File: src/rtl/num_game_engine_if.sv
// rtl/num_game_engine_if.sv - keypad/load/display bundle for num_game_engine
interface num_game_engine_if #(
  parameter int N = 4,
  parameter int W = 10
);
  logic           start;
  logic           restart;
  logic [3:0]     key;
  logic           key_valid;
  logic [N*W-1:0] load_vals;
  logic [N*W-1:0] nums;
  logic [N-1:0]   valid_mask;
  logic           win;
  logic           lose;
  logic           err;
  logic           busy;

  modport master (
    output start, restart, key, key_valid, load_vals,
    input  nums, valid_mask, win, lose, err, busy
  );

  modport slave (
    input  start, restart, key, key_valid, load_vals,
    output nums, valid_mask, win, lose, err, busy
  );
endinterface

File: src/rtl/num_game_engine.sv
// rtl/num_game_engine.sv - arithmetic puzzle engine: merges operand slots by keypad
// operations, with guarded arithmetic, a circular undo stack and registered win/lose.
module num_game_engine #(
  parameter int N          = 4,
  parameter int W          = 10,
  parameter int TARGET     = 24,
  parameter int UNDO_DEPTH = 3,
  parameter int EXACT_DIV  = 1
) (
  input logic              clk,
  input logic              rst_n,
  num_game_engine_if.slave bus
);
  localparam int IW = $clog2(N);
  localparam int PW = (UNDO_DEPTH > 1) ? $clog2(UNDO_DEPTH) : 1;
  localparam int CW = $clog2(UNDO_DEPTH + 1);
  localparam logic [W-1:0] TGT = W'(TARGET);

  typedef enum logic [2:0] {S_IDLE, S_SEL_A, S_SEL_OP, S_SEL_B, S_EXEC, S_DONE} state_t;
  typedef logic [N-1:0][W-1:0] vals_t;

  state_t          state_q, state_d;
  vals_t           nums_q, nums_d, orig_q, orig_d;
  logic [N-1:0]    mask_q, mask_d;
  logic [IW-1:0]   a_q, a_d, b_q, b_d;
  logic [1:0]      op_q, op_d;
  logic            win_q, win_d, lose_q, lose_d, err_q, err_d;
  logic            start_prev_q, restart_prev_q;
  logic            push, pop, clr;

  vals_t           stk_nums_q [UNDO_DEPTH];
  logic [N-1:0]    stk_mask_q [UNDO_DEPTH];
  logic [PW-1:0]   ptr_q, pop_idx;
  logic [CW-1:0]   cnt_q;

  logic start_edge, restart_edge;
  assign start_edge   = bus.start & ~start_prev_q;
  assign restart_edge = bus.restart & ~restart_prev_q;

  logic          key_sel, key_op, key_undo;
  logic [IW-1:0] key_slot;
  always_comb begin
    key_sel  = 1'b0;
    key_slot = '0;
    for (int i = 0; i < N; i++) begin
      if (bus.key == 4'(i + 1)) begin
        key_sel  = 1'b1;
        key_slot = IW'(i);
      end
    end
  end
  assign key_op   = (bus.key >= 4'd10) && (bus.key <= 4'd13);
  assign key_undo = (bus.key == 4'd14);

  logic [W-1:0]   va, vb, den, quo, rem, res;
  logic [W:0]     sum;
  logic [2*W-1:0] prod;
  logic           ok, final_win;
  logic [IW-1:0]  lo, hi;
  logic [N-1:0]   merged_mask;

  always_comb begin
    va   = nums_q[a_q];
    vb   = nums_q[b_q];
    // divisor forced nonzero so the divider never sees zero; the guard rejects it anyway
    den  = (vb == '0) ? W'(1) : vb;
    sum  = {1'b0, va} + {1'b0, vb};
    prod = {{W{1'b0}}, va} * {{W{1'b0}}, vb};
    quo  = va / den;
    rem  = va % den;
    case (op_q)
      2'd0:    begin res = sum[W-1:0];  ok = !sum[W];                 end
      2'd1:    begin res = va - vb;     ok = (va >= vb);              end
      2'd2:    begin res = prod[W-1:0]; ok = (prod[2*W-1:W] == '0);   end
      default: begin res = quo;         ok = (vb != '0) && ((EXACT_DIV == 0) || (rem == '0)); end
    endcase
    lo = (a_q < b_q) ? a_q : b_q;
    hi = (a_q < b_q) ? b_q : a_q;
    merged_mask     = mask_q;
    merged_mask[hi] = 1'b0;
    final_win = (lo == '0) ? (res == TGT) : (nums_q[0] == TGT);
  end

  assign pop_idx = (ptr_q == '0) ? PW'(UNDO_DEPTH - 1) : ptr_q - PW'(1);

  always_comb begin
    state_d = state_q;
    nums_d  = nums_q;
    orig_d  = orig_q;
    mask_d  = mask_q;
    a_d     = a_q;
    b_d     = b_q;
    op_d    = op_q;
    win_d   = win_q;
    lose_d  = lose_q;
    err_d   = 1'b0;
    push    = 1'b0;
    pop     = 1'b0;
    clr     = 1'b0;
    if (start_edge) begin
      nums_d  = bus.load_vals;
      orig_d  = bus.load_vals;
      mask_d  = '1;
      clr     = 1'b1;
      win_d   = 1'b0;
      lose_d  = 1'b0;
      state_d = S_SEL_A;
    end else if (restart_edge && state_q != S_IDLE) begin
      nums_d  = orig_q;
      mask_d  = '1;
      clr     = 1'b1;
      win_d   = 1'b0;
      lose_d  = 1'b0;
      state_d = S_SEL_A;
    end else if (state_q == S_EXEC) begin
      state_d = S_SEL_A;
      if (ok) begin
        push       = 1'b1;
        nums_d[lo] = res;
        mask_d     = merged_mask;
        if ($countones(merged_mask) == 1) begin
          state_d = S_DONE;
          win_d   = final_win;
          lose_d  = !final_win;
        end
      end else begin
        err_d = 1'b1;
      end
    end else if (bus.key_valid && state_q != S_IDLE) begin
      if (key_undo) begin
        if (cnt_q != '0) begin
          pop     = 1'b1;
          nums_d  = stk_nums_q[pop_idx];
          mask_d  = stk_mask_q[pop_idx];
          win_d   = 1'b0;
          lose_d  = 1'b0;
          state_d = S_SEL_A;
        end else begin
          err_d = 1'b1;
        end
      end else if (state_q != S_DONE) begin
        if (key_sel) begin
          if (!mask_q[key_slot] || (state_q == S_SEL_B && key_slot == a_q)) begin
            err_d = 1'b1;
          end else if (state_q == S_SEL_B) begin
            b_d     = key_slot;
            state_d = S_EXEC;
          end else begin
            a_d     = key_slot;
            state_d = S_SEL_OP;
          end
        end else if (key_op && state_q != S_SEL_A) begin
          // keys 10..13 map to add/sub/mul/div through their two low bits
          op_d    = bus.key[1:0] ^ 2'b10;
          state_d = S_SEL_B;
        end
      end
    end
  end

  always_ff @(posedge clk or negedge rst_n) begin
    if (!rst_n) begin
      state_q        <= S_IDLE;
      nums_q         <= '0;
      orig_q         <= '0;
      mask_q         <= '0;
      a_q            <= '0;
      b_q            <= '0;
      op_q           <= '0;
      win_q          <= 1'b0;
      lose_q         <= 1'b0;
      err_q          <= 1'b0;
      start_prev_q   <= 1'b0;
      restart_prev_q <= 1'b0;
      ptr_q          <= '0;
      cnt_q          <= '0;
    end else begin
      state_q        <= state_d;
      nums_q         <= nums_d;
      orig_q         <= orig_d;
      mask_q         <= mask_d;
      a_q            <= a_d;
      b_q            <= b_d;
      op_q           <= op_d;
      win_q          <= win_d;
      lose_q         <= lose_d;
      err_q          <= err_d;
      start_prev_q   <= bus.start;
      restart_prev_q <= bus.restart;
      if (clr) begin
        ptr_q <= '0;
        cnt_q <= '0;
      end else if (push) begin
        ptr_q <= (ptr_q == PW'(UNDO_DEPTH - 1)) ? '0 : ptr_q + PW'(1);
        if (cnt_q != CW'(UNDO_DEPTH)) cnt_q <= cnt_q + CW'(1);
      end else if (pop) begin
        ptr_q <= pop_idx;
        cnt_q <= cnt_q - CW'(1);
      end
    end
  end

  // when full, the write pointer sits on the oldest entry, so a push overwrites it
  always_ff @(posedge clk) begin
    if (push) begin
      stk_nums_q[ptr_q] <= nums_q;
      stk_mask_q[ptr_q] <= mask_q;
    end
  end

  assign bus.nums       = nums_q;
  assign bus.valid_mask = mask_q;
  assign bus.win        = win_q;
  assign bus.lose       = lose_q;
  assign bus.err        = err_q;
  assign bus.busy       = (state_q == S_EXEC);
endmodule

File: src/flat_wrapper.sv
// flat-port wrapper written by rule: the top's interface ports become plain ports
module num_game_engine_flat 
#(
  parameter int N          = 4,
  parameter int W          = 10,
  parameter int TARGET     = 24,
  parameter int UNDO_DEPTH = 3,
  parameter int EXACT_DIV  = 1
)
  (clk, rst_n, bus_start, bus_restart, bus_key, bus_key_valid, bus_load_vals, bus_nums, bus_valid_mask, bus_win, bus_lose, bus_err, bus_busy);
  num_game_engine_if #(.N(N), .W(W)) bus_i ();
  input logic clk;
  input logic rst_n;
  input wire logic [$bits(bus_i.start)-1:0] bus_start;
  input wire logic [$bits(bus_i.restart)-1:0] bus_restart;
  input wire logic [$bits(bus_i.key)-1:0] bus_key;
  input wire logic [$bits(bus_i.key_valid)-1:0] bus_key_valid;
  input wire logic [$bits(bus_i.load_vals)-1:0] bus_load_vals;
  output wire logic [$bits(bus_i.nums)-1:0] bus_nums;
  output wire logic [$bits(bus_i.valid_mask)-1:0] bus_valid_mask;
  output wire logic [$bits(bus_i.win)-1:0] bus_win;
  output wire logic [$bits(bus_i.lose)-1:0] bus_lose;
  output wire logic [$bits(bus_i.err)-1:0] bus_err;
  output wire logic [$bits(bus_i.busy)-1:0] bus_busy;
  assign bus_i.start = bus_start;
  assign bus_i.restart = bus_restart;
  assign bus_i.key = bus_key;
  assign bus_i.key_valid = bus_key_valid;
  assign bus_i.load_vals = bus_load_vals;
  assign bus_nums = bus_i.nums;
  assign bus_valid_mask = bus_i.valid_mask;
  assign bus_win = bus_i.win;
  assign bus_lose = bus_i.lose;
  assign bus_err = bus_i.err;
  assign bus_busy = bus_i.busy;
  num_game_engine #(.N(N), .W(W), .TARGET(TARGET), .UNDO_DEPTH(UNDO_DEPTH), .EXACT_DIV(EXACT_DIV)) u_core (.clk(clk), .rst_n(rst_n), .bus(bus_i));
endmodule
File: config.mk
export PLATFORM = sky130hd
export DESIGN_NAME = num_game_engine_flat
export DESIGN_NICKNAME = d
export VERILOG_FILES = /design/src/rtl/num_game_engine_if.sv /design/src/rtl/num_game_engine.sv /design/src/flat_wrapper.sv
export SDC_FILE = /design/constraint.sdc
export NUM_CORES = 1
export LEC_CHECK = 0
export CAP_MARGIN = 20
export CORE_UTILIZATION = 50
export CTS_BUF_LIST = sky130_fd_sc_hd__clkbuf_4
export DETAILED_ROUTE_END_ITERATION = 8
export GPL_TIMING_DRIVEN = 0
export PLACE_DENSITY = 0.75
export SLEW_MARGIN = 25
export SYNTH_ARGS = -nofsm -noshare
export SYNTH_HDL_FRONTEND = slang
export SYNTH_SLANG_ARGS = --single-unit
export TNS_END_PERCENT = 30
File: constraint.sdc
create_clock -name clk -period 54.6 [get_ports clk]
set_input_delay 10.92 -clock clk [delete_from_list [all_inputs] [get_ports clk]]
set_output_delay 10.92 -clock clk [all_outputs]
set_load 0.05 [all_outputs]
==> results of run 1 <==
[metrics by stage]
step / util / hold slack (ps) / cell area, um^2
after floorplan: - / 440.5 / 18760
after global placement: 0.5521 / 454.7 / 20310
after detailed placement: 0.5559 / 460.3 / 20450
after CTS: 0.5771 / 478.9 / 21230
after global routing: 0.5772 / 494.2 / 21230
final: 0.5772 / 479.8 / 21230
[sequential cells by signal, summed over array words and instances (netlist names)]
signal,flops
u_core.bus.valid_mask,4
u_core.bus.win,1
u_core.state_q,3
u_core.bus.nums,40
u_core.stk_mask_q,12
u_core.orig_q,40
u_core.bus.err,1
u_core.stk_nums_q,120
u_core.cnt_q,2
u_core.bus.lose,1
u_core.restart_prev_q,1
u_core.ptr_q,2
u_core.b_q,2
u_core.a_q,2
u_core.op_q,2
u_core.start_prev_q,1
[cell type report]
type	count	area (um^2)	share of cell area
flip-flops and latches	234	6516	0.3069
plain buffers	85	351.6	0.01656
diodes	1	2.502	0.0001179
multi-input cells	1521	11380	0.5361
well taps	468	585.6	0.02758
inverters	148	555.5	0.02617
repair buffers	108	1057	0.04980
clock buffers	92	690.7	0.03253
clock inverters	10	90.09	0.004243
[tightest hold or removal path, cell delays in order (launching register included)]
cell	delay, ps
sky130_fd_sc_hd__dfrtp_1	350
sky130_fd_sc_hd__nand2_1	50
sky130_fd_sc_hd__nand2_1	50
[routing by layer]
metal	up-vias	global-route usage
li1	7441	-
met1	7935	0.4379
met2	836	0.4705
met3	123	0.05329
met4	0	0.1071
met5	-	0
[worst max-delay path by stage]
stage | end | depth (start not counted) | startpoint | slack [ps]
final | u_core.stk_nums_q[1][26]$_DFFE_PP_ | 81 | u_core.b_q[1]$_DFFE_PN0P_ | 32060
after global placement | u_core.stk_nums_q[1][26]$_DFFE_PP_ | 70 | u_core.a_q[1]$_DFFE_PN0P_ | 26810
after detailed placement | u_core.stk_nums_q[1][26]$_DFFE_PP_ | 80 | u_core.b_q[1]$_DFFE_PN0P_ | 32760
after global routing | u_core.stk_nums_q[1][26]$_DFFE_PP_ | 82 | u_core.b_q[1]$_DFFE_PN0P_ | 30860
after CTS | u_core.stk_nums_q[1][26]$_DFFE_PP_ | 80 | u_core.b_q[1]$_DFFE_PN0P_ | 32610
after floorplan | u_core.stk_mask_q[1][0]$_DFFE_PP_ | 73 | u_core.bus.nums[16]$_DFFE_PN0P_ | 33100
[kinds of logic after synthesis]
| logic type | after synthesis |
|---|---|
| simple gates | 626 |
| flops | 234 |
| fa+ha+maj | 207 |
| buf+inv | 233 |
| mux | 164 |
| xor+xnor | 43 |
| compound gates | 481 |
[layout by cell type (no fill, tap or decap), drive strengths merged, types with 73 or more instances in the layout]
cell type and count:
nand2 240, nor2 229, clkbuf 155, inv 147
ha 141, a21oi 137, edfxtp 132, o21ai 131
dfrtp 102, clkdlybuf4s50 95, mux2i 80, mux2 73
==> reports/results.md, run 1 <==
- compound AO/OA/AOI/OAI gates — cell family contributing the most delay on the critical path
- compound AO/OA/AOI/OAI gates — dominant combinational cell family by area after synthesis
- 0.4129 — share of the cycle needed by the critical path after routing
- 600 ps — delay of the slowest cell on the worst path
- 70 — total number of placement rows
- 0.1644 — synthesized-area fraction occupied by adder cells
- 132 — Post-synth EDFFs
- 0.1646 — compound-cell area share of the yosys netlist
- completed — result of the run
- 1621 — count of routing violations after the opening detailed-route iteration
- 3188 — # fillers
- 0 — final hold violation count
- reg2reg — worst hold path type
- 0.4359 — async set-reset flop share out of synthesis
- reg2reg — CP Class
- 0 — MaxCap Viol Count
- 12 — number of buffer and inverter instances along the worst setup path
- u_core.orig_q[16]$_DFFE_PN0P_ — Hold Path End
- 0.2921 — worst relative slew slack
- 90690 um — first-pass GRT wire length
- 36790 um^2 — Core Area
- 0 — ANT nets after route
- 32060 ps — worst-case setup margin in the final layout
- sky130_fd_sc_hd__edfxtp_1 21%, sky130_fd_sc_hd__dfrtp_1 14%, sky130_fd_sc_hd__ha_1 9.4% — biggest area contributors in the synthesized netlist
- 6.125 — via count normalized by instance count
- 58060 um — Total Routed Length
- 1988 — cell count after synthesis
- 2244 — Synth Net Count
- 22540 ps — final period demand of the worst path
- 54970 ps — required time of the worst setup path
- 97 — IO Pins
- 43770 um — post-DP HPWL
- 80 ps — CTS clk-pin slew, worst paths
- 81 — path depth of the worst reg2reg path
- 0.2112 — area fraction of the dominant cell type after synthesis
- 0 — final number of max-transition violations
- 32760 ps — worst setup slack after placement
- 1 — number of antenna violations at the first check in global routing
- 74 — largest net degree at the start of global routing
- 96 — count of buffers inserted at the top-level ports
- u_core.stk_nums_q[1][26]$_DFFE_PP_ — reg-to-reg critical path endpoint
- 13.15% — Syn-to-layout area delta
- 234 — Clock Sinks
- 21.77 um — per-cell routed wire length
- 0 — Hold-fix buffers, CTS
- 0.02007 — synthesized-area fraction occupied by xor and xnor cells
- no — unrepaired setup endpoints after global routing
- 22920 ps — critical path arrival
- 25260 um — met2 wire len
- u_core.b_q[1]$_DFFE_PN0P_ — RR Startpoint
- met4 — highest routed layer
- 195.7 um — Chip Width
- 195.7 um — die height
- 239 x sky130_fd_sc_hd__nand2_1, 226 x sky130_fd_sc_hd__nor2_1, 144 x sky130_fd_sc_hd__inv_1 — top cell types by occurrence after synthesis
- 44.36 MHz — maximum frequency from static timing analysis
- built — clock tree from TritonCTS
- 55 — CTS buffer count
- sky130_fd_sc_hd__nand2_1 — dominant cell by count in the synthesized netlist
- 5084 um — routed wl met3
- u_core.orig_q[16]$_DFFE_PN0P_ — worst hold start
- 0 — residual overflow from global routing
- sky130_fd_sc_hd__nor4_2 — slowest stage cell on the critical path
- 0.5101 — Starting Density
- 0 — final count of negative-setup-slack endpoints
- 6 — drt pass-1 iters
- 3 — number of buffers on the longest clock path
- 18760 um^2 — Syn Std Cell Area
- 0.1485 — simple-gate share of the synthesized area
- 0.3473 — share of synthesized area occupied by flip-flops and latches
- sky130_fd_sc_hd__clkbuf_4 — cell chosen for the clock root
- 2 — Hold Path Cell Cnt
- 25780 um — length of routed wiring on met1
- 2667 — non-filler instance count after layout
- 0 — final routed DRC violation total
- 0.3067 — aggregate global-route resource usage
- 1055 ps — Worst-Margin Slew
- 0.1106 — share of post-route cells with drive strength above 1
- 86 — count of distinct cell types in the synthesized netlist
- 0 — post-cts sizing count
- 16.34k — DR vias
- 32060 ps — worst-case register-to-register setup slack
- 0 ps — Final TNS setup
- 16.06k — number of global-route vias before repair
- 0.1068 — fraction of synthesized area in multiplexers
- sky130_fd_sc_hd__edfxtp_1 — Yosys top cell by area
- 58.96 ps — worst-case clock skew
- 730 ps — clock latency on the worst-skew pair
- 10 — largest fanout on the critical path
- sky130_fd_sc_hd__edfxtp_1 — Main synth FF type
- 38310 um^2 — overall die area
- flip-flop — CP startpoint kind
- 2564 — post-placement cell count
- 0.9534 — final estimated routing congestion in global placement
- 0 — Setup Fix Bufs, Post-CTS
- 234 — post-synthesis sequential element count
- 2 — CTS H-Tree Depth
- sky130_fd_sc_hd__ha_1 — dominant cell type by count on the critical path
- 2409 — Final #Nets
- 9.439 um^2 — average footprint of a synthesized cell
- flip-flop — Critical Path End Type
- 0 — Yosys warnings
Power of run 1 is not shown: default switching activity piles up to over one toggle a cycle in this logic, so the estimate is an artifact.
==> run 2, diff against run 1 <==
Clock period 54.6 ns to 21.2 ns, I/O delays scaled along.
==> reports/results.md, run 2 (synthesis gave the netlist of run 1 again) <==
- 0.1180 — share of post-route cells with drive strength above 1, +0.007494
- sky130_fd_sc_hd__or4_1 — slowest stage cell on the critical path
- 36790 um^2 — Core Area, unchanged
- 1 — number of antenna violations at the first check in global routing, unchanged
- 90460 um — first-pass GRT wire length, -0.26%
- 0 — final routed DRC violation total, unchanged
- 2407 — Final #Nets, -0.083%
- reg2reg — worst hold path type
- 195.7 um — die height, unchanged
- 58150 um — Total Routed Length, +0.16%
- 0 — residual overflow from global routing, unchanged
- 49.16 MHz — maximum frequency from static timing analysis, +11%
- flip-flop — CP startpoint kind
- 97 — IO Pins, unchanged
- 13.42% — Syn-to-layout area delta
- completed — result of the run
- 1.010 — final estimated routing congestion in global placement, +5.9%
- 3 — number of buffers on the longest clock path, unchanged
- 16.44k — DR vias, +0.62%
- 62 — largest net degree at the start of global routing, -16%
- 10 — largest fanout on the critical path, unchanged
- 43130 um — post-DP HPWL, -1.5%
- 120 — flip-flop count of the largest register, all copies and words added, unchanged
- 53 — CTS buffer count, -3.6%
- 0 — MaxCap Viol Count, unchanged
- 16.21k — number of global-route vias before repair, +0.94%
- 21560 ps — required time of the worst setup path, -33410 ps
- flip-flop — Critical Path End Type
- 474.5 ps — hold slack, -5.308 ps
- 860 ps — worst-case register-to-register setup slack, -31200 ps
- 560 ps — delay of the slowest cell on the worst path, -40 ps
- 20700 ps — critical path arrival, -2220 ps
- 21.84 um — per-cell routed wire length, +0.31%
- 710 ps — clock latency on the worst-skew pair, -20 ps
- 0 — final count of negative-setup-slack endpoints, unchanged
- 237 x sky130_fd_sc_hd__nand2_1, 222 x sky130_fd_sc_hd__nor2_1, 143 x sky130_fd_sc_hd__inv_1 — most used cells in the layout excluding fill and tap cells
- 0 — final hold violation count, unchanged
- sky130_fd_sc_hd__clkbuf_4 — cell chosen for the clock root
- 0 — final number of max-transition violations, unchanged
- reg2reg — CP Class
- 0.3036 — aggregate global-route resource usage, -0.003069
- 3208 — # fillers, +0.63%
- 20340 ps — final period demand of the worst path, -2202 ps
- 38310 um^2 — overall die area, unchanged
- 0.9595 — share of the cycle needed by the critical path after routing, +0.5466
- 96 — count of buffers inserted at the top-level ports, unchanged
- 1074 ps — Worst-Margin Slew, +19.11 ps
- 2 — CTS H-Tree Depth, unchanged
- u_core.b_q[0]$_DFFE_PN0P_ — startpoint of the most critical setup path
- 0.5101 — Starting Density, unchanged
- u_core.stk_nums_q[1][11]$_DFFE_PP_ — reg-to-reg critical path endpoint
- 77 — cell depth of the worst setup path, -4.9%
- 8 — drt pass-1 iters, +2
- 10 — number of buffer and inverter instances along the worst setup path, -2
- 6.172 — via count normalized by instance count, +0.77%
- sky130_fd_sc_hd__nand2_1 — most common cell after layout, fill and taps aside
- no — unrepaired setup endpoints after global routing
- 0 — Hold-fix buffers, CTS, unchanged
- 77 — path depth of the worst reg2reg path, -4.9%
- u_core.b_q[0]$_DFFE_PN0P_ — RR Startpoint
- u_core.stk_nums_q — register bank with the most flops
- 70 ps — CTS clk-pin slew, worst paths, about the same
- 56.63 ps — worst-case clock skew, -2.326 ps
- u_core.stk_nums_q[1][11]$_DFFE_PP_ — crit path to
- 1762 — count of routing violations after the opening detailed-route iteration, +8.7%
- simple AND/OR/NAND/NOR gates — cell family contributing the most delay on the critical path
- 0 — ANT nets after route, unchanged
- sky130_fd_sc_hd__ha_1 — dominant cell type by count on the critical path
- 70 — total number of placement rows, unchanged
- 0.2797 — worst relative slew slack, -0.01233
- 195.7 um — Chip Width, unchanged
- built — clock tree from TritonCTS
- 234 — Clock Sinks, unchanged
## run 2: worst register-to-register path: cells and delay by family (launching register included)
family,cells,cell delay [ps]
adders and majority gates,10,3310
buffers and inverters,10,2060
muxes,5,1720
AOI/OAI and AO/OA,25,5810
and+or+nand+nor,27,6780
DFF,1,320
## run 2: per-stage QoR
stage          instance area (um^2)  setup TNS, ps  instances  utilization  setup WS, ps
6_report                      21280              0       2663       0.5785         859.5
3_5_place_dp                  20450         -46250       2560       0.5560        -540.0
3_3_place_gp                  20320        -251030       2552       0.5523         -3352
5_1_grt                       21280              0       2663       0.5785         43.70
2_1_floorplan                 18770              0       1988            -          1565
4_1_cts                       21190              0       2660       0.5761         41.13
## run 2: cell type report
cell class	count	area, um^2	share of cell area
multi-input cells	1523	11490	0.5401
flip-flops and latches	234	6516	0.3062
repair buffers	108	1084	0.05091
clock buffers	86	645.6	0.03034
well taps	468	585.6	0.02751
inverters	148	559.3	0.02628
plain buffers	83	345.3	0.01623
clock inverters	12	50.05	0.002352
diodes	1	2.502	0.0001176
## run 2: how the worst min path moves through the flow
stage,start,endpoint,cells after the start
6_report,u_core.orig_q[12]$_DFFE_PN0P_,u_core.orig_q[12]$_DFFE_PN0P_,2
5_1_grt,u_core.orig_q[27]$_DFFE_PN0P_,u_core.orig_q[27]$_DFFE_PN0P_,2
4_1_cts,u_core.orig_q[22]$_DFFE_PN0P_,u_core.orig_q[22]$_DFFE_PN0P_,2
3_5_place_dp,u_core.orig_q[37]$_DFFE_PN0P_,u_core.orig_q[37]$_DFFE_PN0P_,2
3_3_place_gp,u_core.orig_q[19]$_DFFE_PN0P_,u_core.orig_q[19]$_DFFE_PN0P_,2
2_1_floorplan,u_core.orig_q[17]$_DFFE_PN0P_,u_core.orig_q[17]$_DFFE_PN0P_,2
## run 2: layer usage
metal / up-vias / GRT usage / wire (um)
met5: - / 0 / 0
met4: 0 / 0.1111 / 2032
met3: 156 / 0.05535 / 6026
met2: 936 / 0.4638 / 25740
met1: 7901 / 0.4316 / 24350
li1: 7443 / - / -
## run 2: repair_timing
item,CTS,global route
pin swaps,2,0
cloned,2,0
setup buffers,1,3
endpoints found under the setup margin,156,184
resized for setup,7,17
Power of run 2 is left out for the same reason.
==> run 3, diff against run 2 <==
Settings changed: CELL_PAD_IN_SITES_DETAIL_PLACEMENT set to 1, CELL_PAD_IN_SITES_GLOBAL_PLACEMENT set to 2, CORE_UTILIZATION 50 to 41, GPL_ROUTABILITY_DRIVEN set to 0, PLACE_DENSITY 0.75 to 0.91.
==> reports/results.md, run 3 (synthesis gave the netlist of run 1 again) <==
- reg2reg — CP Class
- 710 ps — clock latency on the worst-skew pair, about the same
- 14.98% — Syn-to-layout area delta
- completed — result of the run
- 21600 ps — required time of the worst setup path, +40 ps
- 5259 — # fillers, +64%
- built — clock tree from TritonCTS
- 236 x sky130_fd_sc_hd__nand2_1, 221 x sky130_fd_sc_hd__nor2_1, 143 x sky130_fd_sc_hd__inv_1 — most used cells in the layout excluding fill and tap cells
- 54 — CTS buffer count, +1.9%
- 0.1223 — share of post-route cells with drive strength above 1, +0.004224
- sky130_fd_sc_hd__nand2_1 — most common cell after layout, fill and taps aside
- 49770 um — post-DP HPWL, +15%
- 97 — IO Pins, unchanged
- 46630 um^2 — overall die area, +22%
- 215.9 um — die height, +10%
- 0.9572 — share of the cycle needed by the critical path after routing, -0.002219
- 17.18k — number of global-route vias before repair, +6.0%
- 78 — total number of placement rows, +11%
- 0.2755 — aggregate global-route resource usage, -0.02806
- 234 — Clock Sinks, unchanged
- sky130_fd_sc_hd__or3_1 — slowest stage cell on the critical path
- 49.28 MHz — maximum frequency from static timing analysis, +0.23%
- 64530 um — Total Routed Length, +11%
- 16.46k — DR vias, +0.16%
- reg2reg — worst hold path type
- 99810 um — first-pass GRT wire length, +10%
- 19 — largest fanout on the critical path, +9
- 477.6 ps — hold slack, +3.126 ps
- 1277 — count of routing violations after the opening detailed-route iteration, -28%
- 1 — number of antenna violations at the first check in global routing, unchanged
- 0 — final routed DRC violation total, unchanged
- 2 — Hold Path Cell Cnt, unchanged
- flip-flop — Critical Path End Type
- 20690 ps — critical path arrival, about the same
- 0 — final count of negative-setup-slack endpoints, unchanged
- 120 — flip-flop count of the largest register, all copies and words added, unchanged
- 6516 um^2 — sequential standard cell area, unchanged
- 1086 ps — Worst-Margin Slew, +12.32 ps
- 2 — CTS H-Tree Depth, unchanged
- 450 ps — delay of the slowest cell on the worst path, -110 ps
- 42.93 ps — worst-case clock skew, -13.70 ps
- 0 — final hold violation count, unchanged
- 45280 um^2 — Core Area, +23%
- 0 — MaxCap Viol Count, unchanged
- 0 — ANT nets after route, unchanged
- 0 — residual overflow from global routing, unchanged
- 7 — drt pass-1 iters, -1
- 0 — Hold-fix buffers, CTS, unchanged
- 3 — number of buffers on the longest clock path, unchanged
- 2411 — Final #Nets, +0.17%
- 20290 ps — final period demand of the worst path, -47.05 ps
- u_core.stk_nums_q — register bank with the most flops
- sky130_fd_sc_hd__ha_1 — dominant cell type by count on the critical path
- 11540 um^2 — multi-input gate area in the final layout, +0.44%
- 96 — count of buffers inserted at the top-level ports, unchanged
- 70 ps — CTS clk-pin slew, worst paths, about the same
- 0.2682 — worst relative slew slack, -0.01156
- 5.877 — via count normalized by instance count, -4.8%
- flip-flop — CP startpoint kind
- sky130_fd_sc_hd__clkbuf_4 — cell chosen for the clock root
- 66 — largest net degree at the start of global routing, +6.5%
- 215.9 um — Chip Width, +10%
- no — unrepaired setup endpoints after global routing
- 0 — final number of max-transition violations, unchanged
- 23.04 um — per-cell routed wire length, +5.5%
- 0.4144 — Starting Density, -0.09573
- 79 — path depth of the worst reg2reg path, +2.6%
-- run 3: cell count changes in the layout (fill, tap and decap cells not counted), moves of 2 or more --
cell	change
sky130_fd_sc_hd__mux2i_1	-2
sky130_fd_sc_hd__o21ai_0	-2
sky130_fd_sc_hd__buf_4	+6
sky130_fd_sc_hd__and3_4	-2
sky130_fd_sc_hd__clkinv_1	+8
sky130_fd_sc_hd__clkbuf_4	-4
sky130_fd_sc_hd__mux2i_2	+2
-- run 3: routing by layer --
metal	GRT usage	wire, um
met5	0	0
met4	0.05939	1277
met3	0.04144	4236
met2	0.4598	30780
met1	0.3774	28230
-- run 3: worst paths after layout --
check	to	from	slack, ps
max in group asynchronous	u_core.bus.nums[39]$_DFFE_PN0P_	rst_n	17050
worst max register to register	u_core.stk_nums_q[1][13]$_DFFE_PP_	u_core.b_q[1]$_DFFE_PN0P_	910
min in group asynchronous	u_core.bus.nums[22]$_DFFE_PN0P_	rst_n	3460
worst max-delay path	u_core.stk_nums_q[1][13]$_DFFE_PP_	u_core.b_q[1]$_DFFE_PN0P_	910
worst min-delay path	u_core.orig_q[27]$_DFFE_PN0P_	u_core.orig_q[27]$_DFFE_PN0P_	480
worst min register to register	u_core.orig_q[27]$_DFFE_PN0P_	u_core.orig_q[27]$_DFFE_PN0P_	480
-- run 3: worst max-delay path, delay by kind of cell (launching register included) --
family	cells	cell delay, ps
and+or+nand+nor	23	5930
AOI/OAI and AO/OA	25	5430
adders and majority gates	10	3120
muxes	9	2810
buffers and inverters	12	2300
DFF	1	370
-- run 3: cell type report --
| type | count | area share |
|---|---|---|
| sequential | 234 | 0.3020 |
| clock inverter | 19 | 0.004523 |
| timing repair buffer | 113 | 0.05271 |
| clock buffer | 82 | 0.02853 |
| antenna | 1 | 0.0001160 |
| inverter | 148 | 0.02610 |
| tap | 600 | 0.03479 |
| multi-input combinational | 1521 | 0.5350 |
| buffer | 83 | 0.01618 |
-- run 3: repair_timing --
item,CTS,global route
setup endpoints to repair,184,184
hold endpoints to repair,0,0
resized for setup,14,32
pin swaps,0,9
buffers inserted,1,8
-- run 3: through the flow --
step | setup WS [ps] | setup TNS (ps) | cell area, um^2 | cells | utilization
after global routing | 24.92 | 0 | 21580 | 2801 | 0.4765
final | 906.6 | 0 | 21580 | 2801 | 0.4765
after global placement | -4214 | -363830 | 20480 | 2684 | 0.4523
after detailed placement | -1389 | -153100 | 20640 | 2693 | 0.4558
after floorplan | 1565 | 0 | 18770 | 1988 | -
after CTS | 114.4 | 0 | 21410 | 2794 | 0.4728
Power of run 3 is left out for the same reason.
